===== src/rtl/jb_pkg.sv =====
// Shared types for the JOYBUS report decoder: button indices, response layout, FSM state.
package jb_pkg;

  localparam int BTN_A     = 15;
  localparam int BTN_B     = 14;
  localparam int BTN_Z     = 13;
  localparam int BTN_START = 12;
  localparam int BTN_DU    = 11;
  localparam int BTN_DD    = 10;
  localparam int BTN_DL    = 9;
  localparam int BTN_DR    = 8;
  localparam int BTN_RST   = 7;
  localparam int BTN_RSVD  = 6;
  localparam int BTN_L     = 5;
  localparam int BTN_R     = 4;
  localparam int BTN_CU    = 3;
  localparam int BTN_CD    = 2;
  localparam int BTN_CL    = 1;
  localparam int BTN_CR    = 0;

  typedef struct packed {
    logic [15:0] btn;
    logic [7:0]  x;
    logic [7:0]  y;
  } jb_resp_t;

  typedef enum logic [0:0] {
    ST_IDLE = 1'b0,
    ST_WAIT = 1'b1
  } jb_dec_state_t;

endpackage


===== src/rtl/jb_deadzone.sv =====
// One stick axis: clamp -128 to -127, then zero anything within +/-DEADZONE.
// Purely combinational.
module jb_deadzone #(
  parameter int unsigned DEADZONE = 8
) (
  input  logic [7:0] i_raw,
  output logic [7:0] o_axis
);

  logic [7:0] w_clamp;
  logic [7:0] w_mag;

  // Clamping first keeps the magnitude representable in 7 bits.
  assign w_clamp = (i_raw == 8'h80) ? 8'h81 : i_raw;
  assign w_mag   = w_clamp[7] ? (~w_clamp + 8'd1) : w_clamp;
  assign o_axis  = (32'(w_mag) <= DEADZONE) ? 8'h00 : w_clamp;

endmodule


===== src/rtl/jb_report_decoder.sv =====
// Latches N64 controller responses into registered buttons/axes, edge pulses and presence.
// Outputs update one cycle after rx_valid / rx_err / final timeout cycle.
module jb_report_decoder
  import jb_pkg::*;
#(
  parameter int unsigned DEADZONE    = 8,
  parameter int unsigned MISS_LIMIT  = 3,
  parameter int unsigned TIMEOUT_CYC = 25000,
  localparam int MW = $clog2(MISS_LIMIT + 1),
  localparam int TW = $clog2(TIMEOUT_CYC + 1)
) (
  input  logic          i_clk,
  input  logic          i_rst,
  input  logic          i_poll_start,
  input  logic          i_rx_valid,
  input  logic          i_rx_err,
  input  logic [31:0]   i_rx_data,
  output logic [15:0]   o_btn,
  output logic [15:0]   o_btn_pressed,
  output logic [15:0]   o_btn_released,
  output logic [7:0]    o_stick_x,
  output logic [7:0]    o_stick_y,
  output logic          o_report_valid,
  output logic          o_connected,
  output logic [MW-1:0] o_miss_cnt
);

  jb_dec_state_t r_state;
  logic [TW-1:0] r_tmo;
  logic [15:0]   r_btn;
  logic [15:0]   r_pressed;
  logic [15:0]   r_released;
  logic [7:0]    r_x;
  logic [7:0]    r_y;
  logic          r_rv;
  logic          r_conn;
  logic [MW-1:0] r_miss;

  jb_resp_t      w_resp;
  logic [7:0]    w_x;
  logic [7:0]    w_y;
  logic          w_wait;
  logic          w_tmo_hit;
  logic          w_good;
  logic          w_fail;
  logic [MW-1:0] w_miss_nxt;
  logic          w_drop;

  assign w_resp = i_rx_data;

  jb_deadzone #(.DEADZONE(DEADZONE)) u_dz_x (.i_raw(w_resp.x), .o_axis(w_x));
  jb_deadzone #(.DEADZONE(DEADZONE)) u_dz_y (.i_raw(w_resp.y), .o_axis(w_y));

  // rx_err dominates rx_valid; a re-issued poll or timeout only fails if no response arrived.
  assign w_wait     = (r_state == ST_WAIT);
  assign w_tmo_hit  = (r_tmo == TW'(TIMEOUT_CYC - 1));
  assign w_good     = w_wait & i_rx_valid & ~i_rx_err;
  assign w_fail     = w_wait & (i_rx_err | (~i_rx_valid & (i_poll_start | w_tmo_hit)));
  assign w_miss_nxt = (r_miss == MW'(MISS_LIMIT)) ? r_miss : r_miss + MW'(1);
  assign w_drop     = w_fail & r_conn & (w_miss_nxt == MW'(MISS_LIMIT));

  always_ff @(posedge i_clk or posedge i_rst) begin
    if (i_rst) begin
      r_state <= ST_IDLE;
      r_tmo   <= '0;
    end else if (i_poll_start) begin
      r_state <= ST_WAIT;
      r_tmo   <= '0;
    end else if (w_wait) begin
      if (w_good || w_fail) begin
        r_state <= ST_IDLE;
        r_tmo   <= '0;
      end else begin
        r_tmo   <= r_tmo + TW'(1);
      end
    end
  end

  always_ff @(posedge i_clk or posedge i_rst) begin
    if (i_rst) begin
      r_btn      <= '0;
      r_pressed  <= '0;
      r_released <= '0;
      r_x        <= '0;
      r_y        <= '0;
      r_rv       <= 1'b0;
      r_conn     <= 1'b0;
      r_miss     <= '0;
    end else begin
      r_pressed  <= '0;
      r_released <= '0;
      r_rv       <= 1'b0;
      if (w_good) begin
        r_btn      <= w_resp.btn;
        r_pressed  <= w_resp.btn & ~r_btn;
        r_released <= ~w_resp.btn & r_btn;
        r_x        <= w_x;
        r_y        <= w_y;
        r_rv       <= 1'b1;
        r_conn     <= 1'b1;
        r_miss     <= '0;
      end else if (w_fail) begin
        r_miss <= w_miss_nxt;
        if (w_drop) begin
          r_conn     <= 1'b0;
          r_btn      <= '0;
          r_released <= r_btn;
          r_x        <= '0;
          r_y        <= '0;
        end
      end
    end
  end

  assign o_btn          = r_btn;
  assign o_btn_pressed  = r_pressed;
  assign o_btn_released = r_released;
  assign o_stick_x      = r_x;
  assign o_stick_y      = r_y;
  assign o_report_valid = r_rv;
  assign o_connected    = r_conn;
  assign o_miss_cnt     = r_miss;

endmodule


===== config.mk =====
export PLATFORM = sky130hd
export DESIGN_NAME = jb_report_decoder
export DESIGN_NICKNAME = d
export VERILOG_FILES = /design/src/rtl/jb_pkg.sv /design/src/rtl/jb_deadzone.sv /design/src/rtl/jb_report_decoder.sv
export SDC_FILE = /design/constraint.sdc
export NUM_CORES = 1
export LEC_CHECK = 0
export CAP_MARGIN = 20
export CORE_ASPECT_RATIO = 0.8
export CORE_UTILIZATION = 48
export CTS_CLUSTER_SIZE = 12
export DETAILED_ROUTE_END_ITERATION = 12
export GPL_ROUTABILITY_DRIVEN = 0
export GPL_TIMING_DRIVEN = 0
export MAX_ROUTING_LAYER = met4
export PLACE_DENSITY = 0.8
export SLEW_MARGIN = 10
export SYNTH_ARGS = -nofsm -noshare
export SYNTH_HDL_FRONTEND = slang
export SYNTH_SLANG_ARGS = --single-unit

===== constraint.sdc =====
create_clock -name i_clk -period 3.35 [get_ports i_clk]
set_clock_uncertainty 0.05 [all_clocks]
set_input_delay 0.5025 -clock i_clk [delete_from_list [all_inputs] [get_ports i_clk]]
set_output_delay 0.5025 -clock i_clk [all_outputs]
set_load 0.005 [all_outputs]

Word-level counts from Yosys, hierarchy flattened
Cells that the tools add are included.
- bitwise gates (word level): 16
- mux-type cells: 30
- order comparisons: 2
- equality and inequality tests: 5
- $add $sub $neg: 4
- reductions and logical operators: 5
- operators with widths (operator ; count):
    $mux 16 ; 7
    $mux 8 ; 10
    $mux 15 ; 3
    $and 16x16->16 ; 2
    $not 16->16 ; 2
    $add 8x1->8 const B ; 2
    $eq 8x8->1 const B ; 2
    $le 8x4->1 const B ; 2
    $not 8->8 ; 2
    $add 15x1->15 const B ; 1
    $eq 15x15->1 const B ; 1
    $mux 1 ; 7
    $and 1x1->1 ; 6
    $mux 2 ; 3
    $reduce_bool 2->1 ; 3
    $eq 2x2->1 const B ; 2
    $add 2x1->2 const B ; 1
    $not 1->1 ; 2
    $or 1x1->1 ; 2
    $reduce_and 2->1 ; 1
    $logic_or 1x1->1 ; 1
- bits of input ports: 37
- output and inout bits: 68
- word-level logic and storage cells: 72
- register bits: 84

Depth between registers and ports, before layout
Gate-level depths: netlist of run 1.
- depth after elaboration: 10
- depth in mapped cells: 7
- depth with buffers taken out: 5

By module
From an unflattened synthesis of run 1, not the netlist that was laid out.
- cell total of the unflattened synthesis: 371
- area total of the unflattened synthesis: 3681.0 um^2
- by module, submodules not included (module ; sequential area each (um^2) ; cells an instance ; times used ; area an instance (um^2)):
    jb_report_decoder ; 2102.0 ; 341 ; 1 ; 3458.3
    jb_deadzone ; 0.0 ; 15 ; 2 ; 111.4

Least setup slack after synthesis of run 1
No wires, ideal clock.
- path kind: register to register
- from: register r_tmo[0]
- to: register r_tmo[9]
- required time: 3217 ps
- clock period less this slack: 1856 ps
- data arrival time: 1723 ps
- path slack: 1494 ps
- path buffers: 1
- stages on the path, launching flop included: 7
- setup time: 83 ps
- cell sequence: dfrtp_1 -> ha_1 -> and4_1 -> and4_1 -> clkbuf_2 -> or4_1 -> o21ai_0
- word-level cells in the longest chain between the ends: 9
- elaborated cells between the ends (all ways): 10
- classes of those cells: 1 x add/sub; 1 x eq/ne; 3 x mux; 4 x bitwise; 1 x reduce/logical
- ends and longest elaborated chain (element ; RTL line ; text):
    from (decl) ; jb_report_decoder.sv:29 ; logic [TW-1:0] r_tmo;
    from (signal assigned) ; jb_report_decoder.sv:74 ; r_tmo <= r_tmo + TW'(1);
    $eq 15x15->1 ; jb_report_decoder.sv:56 ; assign w_tmo_hit = (r_tmo == TW'(TIMEOUT_CYC - 1));
    $or 1x1->1 ; jb_report_decoder.sv:58 ; assign w_fail = w_wait & (i_rx_err | (~i_rx_valid & (i_poll_start | w_tmo_hit)));
    $and 1x1->1 ; jb_report_decoder.sv:58 ;
    $or 1x1->1 ; jb_report_decoder.sv:58 ;
    $and 1x1->1 ; jb_report_decoder.sv:58 ;
    $logic_or 1x1->1 ; jb_report_decoder.sv:70 ; if (w_good || w_fail) begin
    $mux 15 (*) ; jb_report_decoder.sv:70 ;
    $mux 15 (*) ; jb_report_decoder.sv:69 ; end else if (w_wait) begin
    $mux 15 (*) ; jb_report_decoder.sv:66 ; end else if (i_poll_start) begin
Every way passes the cells marked *; elsewhere a longest branch is shown, timed or not. The select of a mux whose other input is x is not followed.
A chain may end at the register's enable or synchronous reset.

Worst setup path in the final report of run 1
- from: input port i_rx_err
- to: register r_x[4] (netlist: o_stick_x[4])
- word-level cells in the longest chain between the ends: 6
- elaborated cells between the ends (all ways): 10
- classes of those cells: 1 x mux; 6 x bitwise; 3 x reduce/logical
- ends and longest elaborated chain (element ; RTL line ; text):
    from (decl) ; jb_report_decoder.sv:16 ; input logic i_rx_err,
    $or 1x1->1 ; jb_report_decoder.sv:58 ;
    $and 1x1->1 ; jb_report_decoder.sv:58 ;
    $and 1x1->1 (2 in a row) ; jb_report_decoder.sv:60 ; assign w_drop = w_fail & r_conn & (w_miss_nxt == MW'(MISS_LIMIT));
    $reduce_bool 2->1 (no source line) ; - ;
    $reduce_and 2->1 (no source line) ; - ;
    to (signal assigned) ; jb_report_decoder.sv:97 ; r_x <= w_x;
    to (decl) ; jb_report_decoder.sv:33 ; logic [7:0] r_x;
Several ways; a longest one is shown, not always the timed one.

==> metrics.md, run 1 <==
| Metric | Value |
|---|---|
| Outcome | completed |
| Post-synth EDFFs | 0 |
| Initial DRT Pass Iterations | 4 |
| P&R area growth vs syn | 37.1% |
| Avg WL per Cell | 16.5 um |
| Setup Buffers After CTS | 0 |
| Placed Cells | 568 |
| # resized after CTS | 0 |
| Cell Area, Synth | 0.00373 sq mm |
| Clock root cell | clkbuf_8 |
| CTS tree | done |
| Fillers | 571 |
| Final Cycle Share | 66.6% |
| DRC | 0 |
| Io pins | 105 |
| Final wirelength | 9650 um |
| Power Density | 470 mW/mm^2 |
| Final Non-Filler Cells | 584 |
| Total grt overflow | 0 |
| Fin nets | 512 |
| Die Width | 101 um |
| Routed Antenna Nets | 0 |
| FF-to-FF setup slack | 1.21 ns |
| Initial antenna violation count | 0 |
| Top-area cell type share of the netlist area | 56.4% |
| #FFs+latches synth | 84 |
| Seq/Total Area, Yosys | 56.4% |
| HP Start | o_btn[9] |
| Total Routing Usage GR | 25.7% |
| Ys async rst share | 100% |
| Largest cells by area after synthesis | dfrtp_1 56%, o31ai_1 5.4%, nand2_1 4.4% |
| Core ar. | 0.00746 sq mm |
| Number of distinct library cells after synthesis | 56 |
| Required time worst endpoint | 3.54 ns |
| Max Fclk | 0.448 GHz |
| Max-cap violations | 0 |
| CTS Sinks | 84 |
| Syn Nets | 396 |
| RSZ-0062 raised after global routing | no |
| Hold EP | o_btn_released[9] |
| Via density | 5.49 |
| Pleak | 2.22 nW |
| Worst slew margin | 58.4% |
| Worst-Skew Late Latency | 0.36 ns |
| HP Class | flip-flop to flip-flop |
| Largest net degree at the start of global routing | 45 |
| Worst Tran Pin Value | 0.623 ns |
| Reg-to-Reg End | o_stick_x[7] |
| Vias in the first global route | 3124 |
| Min cycle time layout | 2.23 ns |
| Hold path depth | 1 |
| Site Rows | 28 |
| Share of cells above drive strength 1 | 8.35% |
| Top delay family on crit path | buffers and inverters |
| Worst Path Arrival | 2.42 ns |
| Worst r2r src | r_tmo[0] |
| Total CTS buffers | 9 |
| CP peak stage delay | 0.51 ns |
| Post-synth top area cell | dfrtp_1 |
| Worst-path clk slew | 0.09 ns |
| First-pass GRT wire length | 15400 um |
| Iteration-0 DRC count of the detailed router | 235 |
| Type of origin of the critical path | primary input |
| Post-layout util | 68.5% |
| Final max-slew violation count | 0 |
| Worst Reg-to-Reg Cells | 6 |
| Hold-fix buffers, CTS | 0 |
| Maximum fanout along the worst path | 10 |
| Post-synthesis cell count | 358 |
| Critical path's slowest cell | clkbuf_1 |
| Effective utilization at floorplan | 50.0% |
| Register Area | 0.00210 sq mm |
| Critical path type | primary input to flip-flop |
| CTS Buffer Depth | 2 |
| VDD IR-drop max | 0.374 mV |
| Fin. Hold Viols | 0 |
| Die H | 80.8 um |
| Most used cell, CP | clkbuf_1 |
| Area of the multi-input gates | 0.00139 sq mm |
| DP HPWL | 6800 um |
| Crit-path cells | clkdlybuf4s50_1 > nand3b_1 > clkbuf_1 > clkbuf_1 > nor2_1 > nand2_1 > o31ai_1 |
| Antenna diodes | 0 |
| CP endpoint kind | flip-flop |
| Synth Area per Inst | 10.4 sq um |
| Hold WS | 0.466 ns |
| Die area | 0.00813 sq mm |
| Setup Viol. Count Final | 0 |
| Synth Warn # | 0 |
| IO buf count | 104 |
| Top FF cell, synth | dfrtp_1 |
| Count of buffer and inverter cells on the critical path | 3 |
| H-tree depth | 3 |
| Vias | 3208 |
-- worst max-delay path by stage --
stage | slack, ns | cells after the start | endpoint | startpoint
3_5_place_dp | 0.76 | 6 | o_btn_released[7] | i_rx_err
2_1_floorplan | 0.63 | 1 | o_btn[0] | i_rst
6_report | 1.12 | 7 | o_stick_x[4] | i_rx_err
3_3_place_gp | -0.65 | 2 | o_btn[9] | i_rst
5_1_grt | 0.95 | 7 | o_btn[6] | i_rx_err
4_1_cts | 1.12 | 6 | o_btn_released[6] | i_rx_err
-- routing by layer --
metal | wire (um) | share of wire (%) | track usage [%]
met5 | 0 | 0 | -
met4 | 125 | 1.3 | 6.52
met3 | 537 | 5.6 | 6.63
met2 | 4670 | 48 | 39.9
met1 | 4310 | 45 | 34.0
-- report_power, final --
| part | leakage [nW] | switching, mW | total, mW | internal [mW] |
|---|---|---|---|---|
| clock network | 0.0800 | 0.393 | 0.670 | 0.277 |
| logic | 1.01 | 0.229 | 0.536 | 0.307 |
| registers | 1.12 | 0.0754 | 1.20 | 1.12 |
| total | 2.22 | 0.697 | 2.40 | 1.71 |
-- sequential cells by signal, summed over array words and instances, names as in the netlist --
| name | cells |
|---|---|
| o_btn | 16 |
| o_btn_pressed | 16 |
| o_btn_released | 16 |
| o_connected | 1 |
| o_miss_cnt | 2 |
| o_report_valid | 1 |
| o_stick_x | 8 |
| o_stick_y | 8 |
| r_state | 1 |
| r_tmo | 15 |
-- stage by stage --
step | setup WS [ns] | total power [mW] | TNS, ns | instance area (sq um)
floorplan | 0.632 | 1.41 | 0 | 3730
global placement | -0.651 | 1.73 | -54.37 | 4900
detailed placement | 0.764 | 1.75 | 0 | 4930
CTS | 1.12 | 2.42 | 0 | 5110
global route | 0.951 | 2.53 | 0 | 5110
finish | 1.12 | 2.40 | 0 | 5110
-- cell usage in the layout, fill, tap and decap left out, types with 5 or more instances in the layout --
cell type,netlist,routed
and3_1,17,17
nor4_1,7,7
buf_2,5,5
clkbuf_1,11,11
inv_1,33,32
clkdlybuf4s50_1,0,104
clkbuf_8,0,9
nand3_1,6,6
nand4_1,5,5
dfrtp_1,84,84
o2bb2ai_1,6,6
o21ai_0,6,6
a31oi_1,9,9
o31ai_1,27,27
nor2_1,20,20
o21a_1,17,17
nand2_1,44,44
-- kinds of logic (layout without fill, tap and decap cells) --
group,count (synthesis),count (layout),synth area share (%)
compound gates,90,90,18.5
xor+xnor,1,1,0.235
fa+ha+maj,1,1,0.335
buf+inv,55,176,6.27
flops,84,84,56.4
simple gates,127,127,18.3
-- worst register-to-register path: stages, from the launching register on --
cell and delay (ns):
dfrtp_1 0.41, ha_1 0.27, and4_1 0.28, nand4_2 0.19
a211oi_2 0.42, buf_4 0.27, o31ai_1 0.10
-- synthesized netlist by cell type, drive strengths merged (2+ instances only) --
cell,instances
nand3,7
dfrtp,84
nand4,6
o311ai,3
or4,2
nor2b,2
a31oi,9
nor3,3
nand2b,2
a211oi,4
or3,4
nand2,44
a21oi,2
and3,17
o211ai,2
clkbuf,13
buf,9
o21ai,7
o2bb2ai,6
o31ai,27
nor4,7
and4,4
nor2,21
o21a,17
inv,33
a41oi,2
and2,2
-- cell type report --
| cell class | instances | area share (%) |
|---|---|---|
| flip-flops and latches | 84 | 41.1 |
| repair buffers | 105 | 20.9 |
| multi-input cells | 219 | 27.3 |
| clock inverters | 7 | 1.15 |
| inverters | 33 | 2.47 |
| well taps | 105 | 2.57 |
| plain buffers | 22 | 2.15 |
| clock buffers | 9 | 2.42 |
No activity file was read; power rests on OpenSTA's default activity.
==> inputs of run 2 (changes only) <==
- CORE_UTILIZATION: 48 -> 43
- PLACE_DENSITY: 0.8 -> 0.76
- clock period: 3.35 -> 1.85 ns (I/O delays scaled with it)
==> metrics.md, run 2 (synthesis results as in run 1) <==
| Metric | Value |
|---|---|
| P&R area growth vs syn | 45.4% (was 37.1%) |
| Vias | 3407 (was 3208) |
| Fin nets | 523 (was 512) |
| CTS Buffer Depth | 2 (unchanged) |
| Top delay family on crit path | simple AND/OR/NAND/NOR gates (was buffers and inverters) |
| Hold-fix buffers, CTS | 0 (unchanged) |
| Avg WL per Cell | 17.5 um (was 16.5 um) |
| Routed Antenna Nets | 0 (unchanged) |
| Worst slew margin | 59.2% (was 58.4%) |
| CTS tree | done (unchanged) |
| Initial DRT Pass Iterations | 5 (was 4) |
| Commonest cells after routing, fill and taps aside | 104 x clkdlybuf4s50_1, 82 x dfrtp_1, 44 x nand2_1 (was 104 x clkdlybuf4s50_1, 84 x dfrtp_1, 44 x nand2_1) |
| DRC | 0 (unchanged) |
| Final max-slew violation count | 0 (unchanged) |
| Pleak | 2.33 nW (was 2.22 nW) |
| Cell depth of the worst setup path | 6 (was 7) |
| Share of cells above drive strength 1 | 14.9% (was 8.35%) |
| Crit-path cells | nor4b_4 > nand4_4 > a211oi_4 > buf_6 > buf_8 > o31ai_1 (was clkdlybuf4s50_1 > nand3b_1 > clkbuf_1 > clkbuf_1 > nor2_1 > nand2_1 > o31ai_1) |
| Worst r2r src | r_tmo[10] (was r_tmo[0]) |
| Final Cycle Share | 99.2% |
| Antenna diodes | 0 (unchanged) |
| Type of origin of the critical path | flip-flop (was primary input) |
| Fin. Hold Viols | 0 (unchanged) |
| Site Rows | 29 (was 28) |
| Io pins | 105 (unchanged) |
| First-pass GRT wire length | 16300 um (was 15400 um) |
| Critical path type | flip-flop to flip-flop (was primary input to flip-flop) |
| Reg-to-Reg End | o_btn[5] (was o_stick_x[7]) |
| Total grt overflow | 0 (unchanged) |
| FF-to-FF setup slack | 0.02 ns (was 1.21 ns) |
| Die H | 85.3 um (was 80.8 um) |
| CTS Sinks | 84 (unchanged) |
| Final Non-Filler Cells | 598 (was 584) |
| Final wirelength | 10500 um (was 9650 um) |
| Placed inst area | 0.00495 sq mm (was 0.00493 sq mm) |
| Power Density | 837 mW/mm^2 (was 470 mW/mm^2) |
| Core ar. | 0.00816 sq mm (was 0.00746 sq mm) |
| Effective utilization at floorplan | 45.7% (was 50.0%) |
| HP Class | primary input to asynchronous set/reset pin (was flip-flop to flip-flop) |
| Setup Viol. Count Final | 0 (unchanged) |
| Worst-path clk slew | 0.10 ns (was 0.09 ns) |
| RSZ-0062 raised after global routing | yes (was no) |
| Count of buffer and inverter cells on the critical path | 2 (was 3) |
| Commonest non-fill, non-tap cell in the layout | clkdlybuf4s50_1 (unchanged) |
| DP HPWL | 7030 um (was 6800 um) |
| Worst-Skew Late Latency | 0.36 ns (about the same) |
| Required time worst endpoint | 2.03 ns (was 3.54 ns) |
| Worst Tran Pin Value | 0.613 ns (was 0.623 ns) |
| Min cycle time layout | 1.83 ns |
| Die area | 0.00905 sq mm (was 0.00813 sq mm) |
| Max-cap violations | 0 (unchanged) |
| Max Fclk | 0.545 GHz |
| Fin area | 0.00542 sq mm (was 0.00511 sq mm) |
| H-tree depth | 3 (unchanged) |
| Iteration-0 DRC count of the detailed router | 187 (was 235) |
| CP peak stage delay | 0.47 ns (was 0.51 ns) |
| Maximum fanout along the worst path | 10 (unchanged) |
| VDD IR-drop max | 0.480 mV (was 0.374 mV) |
| Outcome | completed (unchanged) |
| Worst Reg-to-Reg Cells | 6 (unchanged) |
| Total Routing Usage GR | 23.7% (was 25.7%) |
| CP endpoint kind | flip-flop (unchanged) |
| Vias in the first global route | 3218 (was 3124) |
| Largest net degree at the start of global routing | 39 (was 45) |
| Via density | 5.70 (was 5.49) |
| Worst Path Arrival | 2.02 ns (was 2.42 ns) |
| Critical path's slowest cell | dfrtp_2 (was clkbuf_1) |
| Total CTS buffers | 9 (unchanged) |
| Die Width | 106 um (was 101 um) |
| IO buf count | 104 (unchanged) |
| Initial antenna violation count | 0 (unchanged) |
| Placed Cells | 572 (was 568) |
| Clock root cell | clkbuf_8 (unchanged) |
[run 2: changes by cell type in the layout (fill, tap and decap cells not counted), sizes merged]
cell	before	now
clkinvlp	4	5
buf	10	21
inv	35	34
[run 2: worst max path at each step]
stage	from	endpoint	slack (ns)
floorplan	r_tmo[0]	r_tmo[9]	0.04
global placement	i_rx_err	o_btn_released[8]	-0.46
detailed placement	i_rx_err	o_stick_x[4]	-0.51
CTS	r_tmo[0]	r_tmo[8]	-0.003
global route	r_tmo[10]	o_btn[6]	-0.07
finish	r_tmo[10]	o_btn[5]	0.02
[run 2: repair_timing]
| item | in CTS | in global routing |
|---|---|---|
| pin swaps | 2 | 10 |
| gates resized for setup | 17 | 30 |
| cloned | 0 | 1 |
| setup endpoints to repair | 61 | 57 |
| buffers inserted | 7 | 3 |
[run 2: per-layer routing]
| layer | global-route usage, % | up-vias | share of wire, % |
|---|---|---|---|
| met4 | 7.58 | 0 | 2.3 |
| li1 | - | 1539 | - |
| met1 | 32.1 | 1688 | 44 |
| met3 | 4.99 | 24 | 6.5 |
| met2 | 35.9 | 156 | 48 |
| met5 | - | - | 0 |
[run 2: power breakdown]
group          internal (mW)  switching [mW]  total [mW]
combinational          0.648           0.476        1.12
clock                  0.503           0.734        1.24
sequential              2.03           0.145        2.18
total                   3.18            1.36        4.54
[run 2: layout make-up]
cell class	count	area, sq um
Fill cell	645	2740
Buffer	21	139
Clock buffer	9	124
Tap cell	108	135
Sequential cell	84	2100
Timing Repair Buffer	117	1190
Clock inverter	7	58.8
Multi-Input combinational cell	219	1550
Inverter	33	128
[run 2: worst reg2reg max path: cells and delay by family (launching register included)]
kind / cells / cell delay, ns
and+or+nand+nor: 2 / 0.54
DFF: 1 / 0.47
AOI/OAI and AO/OA: 2 / 0.35
buffers and inverters: 2 / 0.31
[run 2: per-stage QoR]
| stage | total power [mW] | util [%] | TNS [ns] | setup WS [ns] | hold WS (ns) |
|---|---|---|---|---|---|
| after global routing | 4.76 | 66.4 | -1.76 | -0.0713 | 0.268 |
| after CTS | 4.44 | 64.2 | -0.00331 | -0.00331 | 0.239 |
| after global placement | 3.14 | 60.2 | -47.08 | -0.460 | 0.445 |
| final | 4.54 | 66.4 | 0 | 0.0152 | 0.229 |
| after detailed placement | 3.18 | 60.7 | -19.46 | -0.508 | 0.455 |
| after floorplan | 2.55 | - | 0 | 0.0363 | 0.336 |
==> inputs of run 3 (changes only) <==
- ABC_AREA: unset -> 1
- CORE_ASPECT_RATIO: 0.8 -> unset
==> metrics.md, run 3 <==
| Metric | Value |
|---|---|
| CP endpoint kind | flip-flop (unchanged) |
| Required time worst endpoint | 2.02 ns (was 2.03 ns) |
| Critical path type | flip-flop to flip-flop (unchanged) |
| Most used cell, CP | buf_6 |
| Commonest cells after routing, fill and taps aside | 115 x nand2_1, 103 x clkdlybuf4s50_1, 84 x dfrtp_1 (was 104 x clkdlybuf4s50_1, 82 x dfrtp_1, 44 x nand2_1) |
| Worst-path clk slew | 0.09 ns (was 0.10 ns) |
| Largest cells by area after synthesis | dfrtp_1 58%, nand2_1 12%, nand3_1 6.9% (was dfrtp_1 56%, o31ai_1 5.4%, nand2_1 4.4%) |
| HP Class | primary input to asynchronous set/reset pin (unchanged) |
| Final wirelength | 8730 um (was 10500 um) |
| Fillers | 679 (was 645) |
| Largest net degree at the start of global routing | 37 (was 39) |
| H-tree depth | 3 (unchanged) |
| VDD IR-drop max | 0.451 mV (was 0.480 mV) |
| Synth Warn # | 0 (unchanged) |
| Initial antenna violation count | 0 (unchanged) |
| Combinational share of power | 22.8% (was 24.8%) |
| Synth Area per Inst | 8.79 sq um (was 10.4 sq um) |
| Effective utilization at floorplan | 44.3% (was 45.7%) |
| Switching part of the total | 29.3% (was 29.9%) |
| Register Area | 0.00210 sq mm (about the same) |
| Met2 GRT Util | 34.0% (was 35.9%) |
| Initial DRT Pass Iterations | 4 (was 5) |
| Worst-Skew Late Latency | 0.35 ns (was 0.36 ns) |
| Layer with the highest usage | met2 (unchanged) |
| Vias | 3230 (was 3407) |
| P_sw | 1.30 mW (was 1.36 mW) |
| Met1 usage | 29.2% (was 32.1%) |
| Total grt overflow | 0 (unchanged) |
| P&R area growth vs syn | 39.4% (was 45.4%) |
| Total power | 4.43 mW (was 4.54 mW) |
| Routed Antenna Nets | 0 (unchanged) |
| Die area | 0.00880 sq mm (was 0.00905 sq mm) |
| Final Cycle Share | 93.1% (was 99.2%) |
| Die Width | 93.8 um (was 106 um) |
| Top delay family on crit path | simple AND/OR/NAND/NOR gates (unchanged) |
| Seq pwr share | 49.8% (was 48.0%) |
| Outcome | completed (unchanged) |
| Avg WL per Cell | 13.6 um (was 17.5 um) |
| Count of buffer and inverter cells on the critical path | 3 (was 2) |
| Post-synth EDFFs | 0 (unchanged) |
| Post-synthesis cell count | 412 (was 358) |
| Max Fclk | 0.580 GHz (was 0.545 GHz) |
| Power Internal | 3.14 mW (was 3.18 mW) |
| Antenna diodes | 0 (unchanged) |
| Power Density | 878 mW/mm^2 (was 837 mW/mm^2) |
| Maximum fanout along the worst path | 10 (unchanged) |
| Iteration-0 DRC count of the detailed router | 160 (was 187) |
| Critical path's slowest cell | dfrtp_1 (was dfrtp_2) |
| Setup ws final | 0.127 ns (was 0.0152 ns) |
| Final max-slew violation count | 0 (unchanged) |
| RSZ-0062 raised after global routing | yes (unchanged) |
| Most frequent cells after synthesis | 115 x nand2_1, 84 x dfrtp_1, 50 x nand3_1 (was 84 x dfrtp_1, 44 x nand2_1, 33 x inv_1) |
| Area of the multi-input gates | 0.00132 sq mm (was 0.00155 sq mm) |
| Seq/Total Area, Yosys | 58.0% (was 56.4%) |
| Io pins | 105 (unchanged) |
| Worst slew margin | 53.7% (was 59.2%) |
| Worst Path Arrival | 1.89 ns (was 2.02 ns) |
| Top FF cell, synth | dfrtp_1 (unchanged) |
| Share of cells above drive strength 1 | 9.87% (was 14.9%) |
| Fin. Hold Viols | 0 (unchanged) |
| Pre-CTS setup slack | -0.285 ns (was -0.508 ns) |
| Type of origin of the critical path | flip-flop (unchanged) |
| Via density | 5.03 (was 5.70) |
| Core ar. | 0.00818 sq mm (was 0.00816 sq mm) |
| Pleak | 2.39 nW (was 2.33 nW) |
| Total CTS buffers | 9 (unchanged) |
| CTS Sinks | 84 (unchanged) |
| Clock root cell | clkbuf_8 (unchanged) |
| Max-cap violations | 0 (unchanged) |
| Min cycle time layout | 1.72 ns (was 1.83 ns) |
| Crit-path cells | ha_1 > nand2_1 > inv_1 > nand3_1 > nand2_2 > nand3b_2 > buf_6 > buf_6 > a21oi_2 (was nor4b_4 > nand4_4 > a211oi_4 > buf_6 > buf_8 > o31ai_1) |
| First-pass GRT wire length | 14400 um (was 16300 um) |
| GR Util met3 | 4.69% (was 4.99%) |
| Post-synth top area cell | dfrtp_1 (unchanged) |
| Fin nets | 570 (was 523) |
| Hold-fix buffers, CTS | 0 (unchanged) |
| Top-area cell type share of the netlist area | 58.0% (was 56.4%) |
| Die H | 93.8 um (was 85.3 um) |
| Syn Nets | 450 (was 396) |
| Worst Tran Pin Value | 0.692 ns (was 0.613 ns) |
| IO buf count | 103 (was 104) |
| Clk network pwr share | 27.3% (about the same) |
| CTS tree | done (unchanged) |
| Ys async rst share | 100% (unchanged) |
| Setup Viol. Count Final | 0 (unchanged) |
| Cell Area, Synth | 0.00362 sq mm (was 0.00373 sq mm) |
| Number of distinct library cells after synthesis | 31 (was 56) |
| Vias in the first global route | 3058 (was 3218) |
| Total Routing Usage GR | 21.9% (was 23.7%) |
| Site Rows | 33 (was 29) |
| CTS Buffer Depth | 2 (unchanged) |
| CP peak stage delay | 0.41 ns (was 0.47 ns) |
| Most frequent cell after synthesis | nand2_1 (was dfrtp_1) |
| DP HPWL | 6460 um (was 7030 um) |
| #FFs+latches synth | 84 (unchanged) |
| DRC | 0 (unchanged) |
| Commonest non-fill, non-tap cell in the layout | nand2_1 (was clkdlybuf4s50_1) |
## run 3: repair_timing
item,CTS,global route
resized for setup,0,3
buffers inserted,0,4
setup endpoints to repair,0,13
## run 3: per-layer routing
| layer | up-vias | wire length, um |
|---|---|---|
| met1 | 1544 | 3970 |
| met3 | 4 | 515 |
| met4 | 0 | 59 |
| met5 | - | 0 |
| li1 | 1573 | - |
| met2 | 109 | 4180 |
## run 3: path summary, 6_finish.rpt
path                          startpoint                 to  slack, ns  cells past startpoint
setup reg to reg                r_tmo[0]  o_btn_released[6]       0.13                      9
hold / removal                     i_rst   o_btn_pressed[1]       0.21                      2
min in group i_clk         i_rx_data[15]       o_stick_x[7]       0.28                      5
setup / recovery                r_tmo[0]  o_btn_released[6]       0.13                      9
hold reg to reg                 o_btn[8]   o_btn_pressed[8]       0.43                      1
max in group asynchronous          i_rst            r_state       1.05                      3
## run 3: cell type report
type	count	share of cell area, %
flip-flops and latches	84	41.6
multi-input cells	279	26.1
repair buffers	109	21.8
inverters	36	2.87
well taps	105	2.60
clock buffers	9	2.45
plain buffers	13	1.44
clock inverters	7	1.16
## run 3: through the flow
stage / hold WS, ns / instance area (sq um) / cells / setup TNS [ns] / utilization [%]
2_1_floorplan: 0.351 / 3630 / 412 / 0 / -
3_3_place_gp: 0.412 / 4790 / 620 / -35.60 / 58.6
3_5_place_dp: 0.419 / 4830 / 622 / -9.28 / 59.1
4_1_cts: 0.203 / 5010 / 638 / 0 / 61.3
5_1_grt: 0.208 / 5050 / 642 / -0.0144 / 61.8
6_report: 0.213 / 5050 / 642 / 0 / 61.8
## run 3: kinds of logic after synthesis
logic type      Yosys count  share of synthesized area (%)
simple gates            226                           26.7
flops                    84                           58.0
buf+inv                  49                           5.73
compound gates           47                           8.01
xor+xnor                  4                          0.967
mux                       1                          0.276
fa+ha+maj                 1                          0.345
## run 3: power by group through the flow
stage | clock network [mW] | registers [mW] | logic, mW
after global routing | 1.33 | 2.23 | 1.12
after detailed placement | 0 | 2.25 | 1.02
after CTS | 1.24 | 2.21 | 1.02
after global placement | 0 | 2.23 | 0.982
after floorplan | 0 | 2.23 | 0.374
final | 1.21 | 2.21 | 1.01
